### config.mk
export PLATFORM = sky130hd
export DESIGN_NAME = icache_responder
export DESIGN_NICKNAME = d
export VERILOG_FILES = /design/src/rtl/icache_responder.sv
export SDC_FILE = /design/constraint.sdc
export NUM_CORES = 1
export LEC_CHECK = 0
export ABC_AREA = 0
export BUFFER_PORTS_ARGS = -buffer_cell sky130_fd_sc_hd__buf_4
export CORE_UTILIZATION = 55
export CTS_CLUSTER_SIZE = 10
export DETAILED_ROUTE_END_ITERATION = 7
export GPL_ROUTABILITY_DRIVEN = 0
export GPL_TIMING_DRIVEN = 0
export PLACE_DENSITY = 0.8
export SYNTH_ARGS = -nofsm -noshare
export SYNTH_HDL_FRONTEND = slang
export SYNTH_SLANG_ARGS = --single-unit
export TNS_END_PERCENT = 10
### constraint.sdc
create_clock -name CLK -period 8.1 [get_ports CLK]
set_clock_uncertainty 0.1 [all_clocks]
set_input_delay 1.215 -clock CLK [delete_from_list [all_inputs] [get_ports CLK]]
set_output_delay 1.215 -clock CLK [all_outputs]
set_load 0.01 [all_outputs]
### src/rtl/icache_responder.sv
// Direct-mapped, one-word-block instruction cache on the datapath fetch port.
// Hits answer combinationally in the request cycle; misses are filled from RAM
// through a two-state FSM (idle / fill). Fill data is written to the array only,
// so the original request hits in the first idle cycle after the fill.
module icache_responder #(
  parameter int unsigned SETS = 16
) (
  input  logic        CLK,
  input  logic        nRST,
  input  logic        halt,
  input  logic        imemREN,
  input  logic [31:0] imemaddr,
  output logic        ihit,
  output logic [31:0] imemload,
  output logic        iREN,
  output logic [31:0] iaddr,
  input  logic        iwait,
  input  logic [31:0] iload,
  output logic [31:0] hit_cnt,
  output logic [31:0] miss_cnt
);

  localparam int unsigned IDX  = $clog2(SETS);
  localparam int unsigned TAGW = 32 - IDX - 2;

  typedef enum logic [0:0] {
    StIdle,
    StFill
  } state_e;

  state_e state_q, state_d;

  // Line storage
  logic [SETS-1:0] valid_q;
  logic [TAGW-1:0] tag_q  [SETS];
  logic [31:0]     data_q [SETS];

  logic [31:0] miss_addr_q, miss_addr_d;
  logic [31:0] hit_cnt_q, hit_cnt_d;
  logic [31:0] miss_cnt_q, miss_cnt_d;

  logic [IDX-1:0]  req_idx;
  logic [TAGW-1:0] req_tag;
  logic [IDX-1:0]  fill_idx;
  logic [TAGW-1:0] fill_tag;
  logic            lookup_hit;
  logic            fill_we;

  // Byte offset of the request never selects anything: blocks are one word.
  logic unused_byte_offset;
  assign unused_byte_offset = ^imemaddr[1:0];

  assign req_idx  = imemaddr[IDX+1:2];
  assign req_tag  = imemaddr[31:IDX+2];
  assign fill_idx = miss_addr_q[IDX+1:2];
  assign fill_tag = miss_addr_q[31:IDX+2];

  // Tag lookup for the current request; halt suppresses hits entirely.
  always_comb begin
    lookup_hit = 1'b0;
    if (imemREN && !halt && valid_q[req_idx] && (tag_q[req_idx] == req_tag)) begin
      lookup_hit = 1'b1;
    end
  end

  // FSM next-state, counters and port outputs.
  always_comb begin
    state_d     = state_q;
    miss_addr_d = miss_addr_q;
    hit_cnt_d   = hit_cnt_q;
    miss_cnt_d  = miss_cnt_q;
    fill_we     = 1'b0;
    ihit        = 1'b0;
    imemload    = 32'h0;
    iREN        = 1'b0;

    unique case (state_q)
      StIdle: begin
        if (lookup_hit) begin
          ihit      = 1'b1;
          imemload  = data_q[req_idx];
          hit_cnt_d = hit_cnt_q + 32'd1;
        end else if (imemREN && !halt) begin
          miss_addr_d = {imemaddr[31:2], 2'b00};
          miss_cnt_d  = miss_cnt_q + 32'd1;
          state_d     = StFill;
        end
      end
      StFill: begin
        // The fill runs to completion regardless of imemREN/imemaddr/halt.
        iREN = 1'b1;
        if (!iwait) begin
          fill_we = 1'b1;
          state_d = StIdle;
        end
      end
      default: state_d = StIdle;
    endcase
  end

  // miss_addr_q only changes when leaving idle, so iaddr stays stable during a fill.
  assign iaddr    = miss_addr_q;
  assign hit_cnt  = hit_cnt_q;
  assign miss_cnt = miss_cnt_q;

  // FSM state, fill address and counters.
  always_ff @(posedge CLK or negedge nRST) begin
    if (!nRST) begin
      state_q     <= StIdle;
      miss_addr_q <= 32'h0;
      hit_cnt_q   <= 32'h0;
      miss_cnt_q  <= 32'h0;
    end else begin
      state_q     <= state_d;
      miss_addr_q <= miss_addr_d;
      hit_cnt_q   <= hit_cnt_d;
      miss_cnt_q  <= miss_cnt_d;
    end
  end

  // Line array; a completed fill evicts whatever occupied the index.
  always_ff @(posedge CLK or negedge nRST) begin
    if (!nRST) begin
      valid_q <= '0;
      for (int i = 0; i < int'(SETS); i++) begin
        tag_q[i]  <= '0;
        data_q[i] <= '0;
      end
    end else if (fill_we) begin
      valid_q[fill_idx] <= 1'b1;
      tag_q[fill_idx]   <= fill_tag;
      data_q[fill_idx]  <= iload;
    end
  end

endmodule
* Yosys cells after proc, flatten, opt, wreduce, memory -nomap -nowiden
Index checks and enable logic that the tools add are counted.
** Cells by class
- Eq/ne operators :: 1
- Bitwise gates (word level) :: 5
- $lt $le $gt $ge :: 6
- Muxes and demuxes :: 28
- Add/subtract/negate cells :: 2
- Reduce and logical (&&, ||, !) cells :: 8
** Operators by type and width (number)
- 512-bit bitwise mux :: 1
- 416-bit bitwise mux :: 1
- 32-bit two-way mux :: 5
- 32-bit binary-select mux with 4-bit select :: 1
- 32-bit demux with 4-bit select :: 1
- 26-bit binary-select mux with 4-bit select :: 1
- 26-bit demux with 4-bit select :: 1
- 26-bit two-way mux :: 3
- 32-bit by 1-bit adder with 32-bit output, second input constant :: 2
- 26-bit equality test :: 1
- 16-bit bitwise OR :: 1
- 1-bit two-way mux :: 11
- 5-bit greater-or-equal comparator, second input constant :: 2
- 4-bit by 5-bit less-than comparator with 1-bit output, second input constant :: 2
- 4-bit NOT with 5-bit output :: 2
- 1-bit logical AND :: 5
- 5-bit by 1-bit less-than comparator with 1-bit output, second input constant :: 1
- 1-bit binary-select mux with 4-bit select :: 1
- 1-bit demux with 4-bit select :: 1
- 4-bit by 1-bit greater-or-equal comparator with 1-bit output, second input constant :: 1
- 3-bit AND reduction :: 1
- 1-bit NOT :: 2
- 1-bit case mux with 2 select lines :: 1
- 2-bit AND reduction :: 1
- 1-bit zero test :: 1
** Word-level totals
- Input port bits :: 69
- Output and inout bits :: 130
- Flip-flop bits (word level) :: 1039

* Longest topological paths before layout
- Word-level depth :: 9
- Depth in mapped cells :: 15

* Worst setup path before layout
No wires, ideal clock.
- Kind :: input-to-output
- From :: input imemaddr[2]
- To :: output imemload[22]
- Data arrival time :: 4030 ps
- Stages on the path :: 9
- Slack :: 2755 ps
- Path through :: buf_4 > buf_6 > buf_4 > buf_2 > buf_2 > buf_1 > mux4_2 > mux4_2 > nor2b_1
** On the way
- Cells in the longest elaborated chain, start to end :: 9
- Elaborated cells on any way between the ends :: 15
- Classes of those cells :: eq/ne (1); mux (11); bitwise (1); reduce/logical (2)
** Ends and longest elaborated chain
- from (decl) :: RTL line 12 : input logic [31:0] imemaddr,
- 4-bit NOT with 5-bit output (not written as such) :: RTL line 61, 81
- 26-bit binary-select mux with 4-bit select :: RTL line 61 : if (imemREN && !halt && valid_q[req_idx] && (tag_q[req_idx] == req_tag)) begin
- 26-bit two-way mux (not written as such) (2 in series) :: RTL line 61
- 26-bit equality test :: RTL line 61
- 1-bit logical AND :: RTL line 61
- 1-bit two-way mux :: RTL line 61
- 32-bit two-way mux * :: RTL line 79 : if (lookup_hit) begin
- 32-bit two-way mux * :: RTL line 77 : unique case (state_q)
- to (decl) :: RTL line 14 : output logic [31:0] imemload,
Mark *: on every way between the ends. The rest lies on a longest branch, timed or not. The select of a mux whose other input is x is not followed.

* Worst setup path in the final report
- From :: input imemaddr[3]
- To :: output imemload[28]
Same word-level chain as after synthesis.

==> results.json <==
{
  "grt_overflow_total": 0,
  "clkLatencyLatePin_ps": 710,
  "required_ps": 6780,
  "cts_setup_buffers": 0,
  "endpoint_kind": "primary output",
  "cts_tree": "done",
  "hold_viol": 0,
  "core_um2": 84100,
  "max_slew.worst_pin.slew_ps": 1350,
  "wire_per_inst_um": 28.9,
  "row_count": 106,
  "clock-root-buffer": "clkbuf_16",
  "arrival_ps": 6890,
  "cts-hold-fix-buffers": 0,
  "synth_cell_types": 50,
  "viasPerCell": 6.42,
  "synth_warnings": 0,
  "failed_checks": "setup timing",
  "grt_pass1_wl_um": 194000,
  "clock-sinks": 1039,
  "die_w_um": 294,
  "wirelength_um": 129000,
  "grt_start_max_net_pins": 139,
  "maxCapViolCount": 0,
  "synth_area_leaders": "dfrtp_1 55%, mux2_2 23%, mux4_2 12%, mux2i_1 1.4%, xnor2_1 1.1%",
  "ys_seq_elements": 1039,
  "die_y_um": 294,
  "seqPwrFrac_pct": 48.9,
  "cts.clk_slew.worst_paths_ps": 50,
  "synthArstFlopShare_pct": 100,
  "syn2layout_area_growth_pct": 13.3,
  "syn-cell-area_um2": 47000,
  "synth_top_area_share_pct": 55.3,
  "period_share_pct": 101,
  "syn_area_per_cell_um2": 15.8,
  "critPathMaxFanout": 10,
  "powerDensity_nw_per_um2": 316,
  "numPortBuffers": 189,
  "drtAntennaViolNets": 0,
  "dp_worst_setup_slack_ps": 205,
  "drv_slew": 0,
  "drc": 0,
  "ctsResizeCount": 0,
  "ios": 199,
  "status": "finished with violations",
  "fin_setup_tns_ps": -262,
  "fin_ws_ps": -103,
  "final_net_count": 3369,
  "rsz0062_at_grt": "no",
  "comb_power_share_pct": 23.7,
  "clkPwrFrac_pct": 27.4,
  "ys_seq_area_share_pct": 55.3,
  "yosys_most_used_dff": "dfrtp_1",
  "grt_pass1_vias": 31000,
  "synthCells": 2981,
  "dr.pass1.iters": 8,
  "antenna_found_initial": 10,
  "p_sw_mw": 4.59,
  "min_path_type": "in -> async",
  "start_kind": "primary input",
  "die_area_um2": 86600,
  "crit_type": "in -> out",
  "clock.fmax_mhz": 122,
  "synth_edf_count": 0,
  "dp_hpwl_um": 84600,
  "relSlewSlack_pct": 10.0,
  "initial_core_util_pct": 55.9,
  "grt_usage_pct": 30.4,
  "cts_max_level": 3,
  "period_minus_slack_ps": 8200,
  "cts_max_path_buffers": 3,
  "yosys.area.top_type": "dfrtp_1",
  "p_total_mw": 16.8,
  "drt-initial-drc-count": 2541,
  "vdd.ir_drop.worst_mv": 0.208,
  "finalSetupViolCount": 3,
  "cts_inserted_buffers": 116,
  "drive_gt1_share_pct": 48.1,
  "dr_total_vias": 28600,
  "p_sw_share_pct": 27.2,
  "intPower_mw": 12.3,
  "p_leak_nw": 24.7
}
[critical path, cell delays in order]
cell,delay [ps]
buf_2,220
buf_6,230
inv_1,250
buf_2,570
buf_1,770
mux2i_1,200
xnor2_1,660
nand3_1,350
nor3_1,400
nand4_2,620
clkbuf_1,610
nor2b_1,520
buf_4,200
[cells in the mapped netlist, types with 12 or more instances]
cell      instances
nand3_1          19
mux4_2          256
nor2_1           17
inv_1            17
xor2_1           43
clkbuf_1        135
nor2b_1          42
buf_2            16
nor3_1           20
buf_1            81
a21oi_1          15
nand2b_1         12
and3_1           17
xnor2_1          61
nand2_1          42
mux2_2          960
dfrtp_1        1039
nand4_1          32
mux2i_1          64
a22oi_1          12
buf_4            12
[logic make-up after synthesis]
logic type,after synthesis,share of synthesized area (%)
AO/OA/AOI/OAI,51,0.727
XOR/XNOR,104,1.94
adder cells (fa/ha/maj),2,0.0532
buffers and inverters,268,2.37
flip-flops,1039,55.3
multiplexers,1280,36.6
other,1,0.00798
AND/OR/NAND/NOR,236,2.94
[sequential cells by signal, indices dropped and copies added (netlist names)]
register,cells
valid_q,16
data_q,512
iaddr,30
state_q,1
hit_cnt,32
tag_q,416
miss_cnt,32
[power by group through the flow]
| stage | Clock, mW | Combinational, mW | Sequential, mW |
|---|---|---|---|
| 2_1_floorplan | 0 | 3.06 | 7.86 |
| 3_3_place_gp | 0 | 3.74 | 8.05 |
| 3_5_place_dp | 0 | 3.98 | 8.26 |
| 4_1_cts | 4.65 | 4.01 | 8.19 |
| 5_1_grt | 4.85 | 4.26 | 8.44 |
| 6_report | 4.61 | 4.00 | 8.24 |
[path summary, 6_finish.rpt]
path	from	end	slack [ps]	depth (start not counted)
min	nRST	hit_cnt[7]$_DFFE_PN0P_	360	1
max in group asynchronous	nRST	data_q[123]$_DFFE_PN0P_	4800	5
min in group CLK	valid_q[13]$_DFFE_PN0P_	valid_q[13]$_DFFE_PN0P_	370	1
max reg2reg	tag_q[253]$_DFFE_PN0P_	hit_cnt[20]$_DFFE_PN0P_	3680	10
min reg2reg	valid_q[13]$_DFFE_PN0P_	valid_q[13]$_DFFE_PN0P_	370	1
max	imemaddr[3]	imemload[28]	-100	13
[routing by layer]
metal / GRT usage (%) / wire length (um) / vias up
li1: - / - / 11600
met1: 38.8 / 49500 / 15300
met2: 49.4 / 62900 / 1254
met3: 6.75 / 9710 / 391
met4: 14.8 / 6610 / 16
met5: 0 / 106 / -
[metrics by stage]
step | instances | util (%) | hold WS (ps) | cell area [um2]
3_3_place_gp | 4305 | 59.3 | 344 | 49800
3_5_place_dp | 4314 | 59.6 | 351 | 50100
2_1_floorplan | 2982 | - | 329 | 47000
6_report | 4454 | 63.3 | 363 | 53200
5_1_grt | 4453 | 63.3 | 383 | 53200
4_1_cts | 4452 | 63.3 | 368 | 53200
[final cells by class]
cell class                      instances  area (um2)
Tap cell                             1134        1420
Antenna cell                            2        5.00
Clock buffer                          128        2990
Buffer                                250        1050
Inverter                               18        67.6
Sequential cell                      1039       26000
Timing Repair Buffer                  198        1650
Clock inverter                         10         158
Multi-Input combinational cell       1675       19900
Fill cell                            6034       30900
[placed cells by master, fill, tap and decap left out, types with 43 or more instances in the layout]
cell	synthesis	layout
buf_1	81	81
mux4_2	256	256
dfrtp_1	1039	1039
clkbuf_1	135	143
xor2_1	43	43
xnor2_1	61	61
mux2i_1	64	64
clkbuf_16	0	116
buf_4	12	201
mux2_2	960	960
No activity file was read; power rests on OpenSTA's default activity.
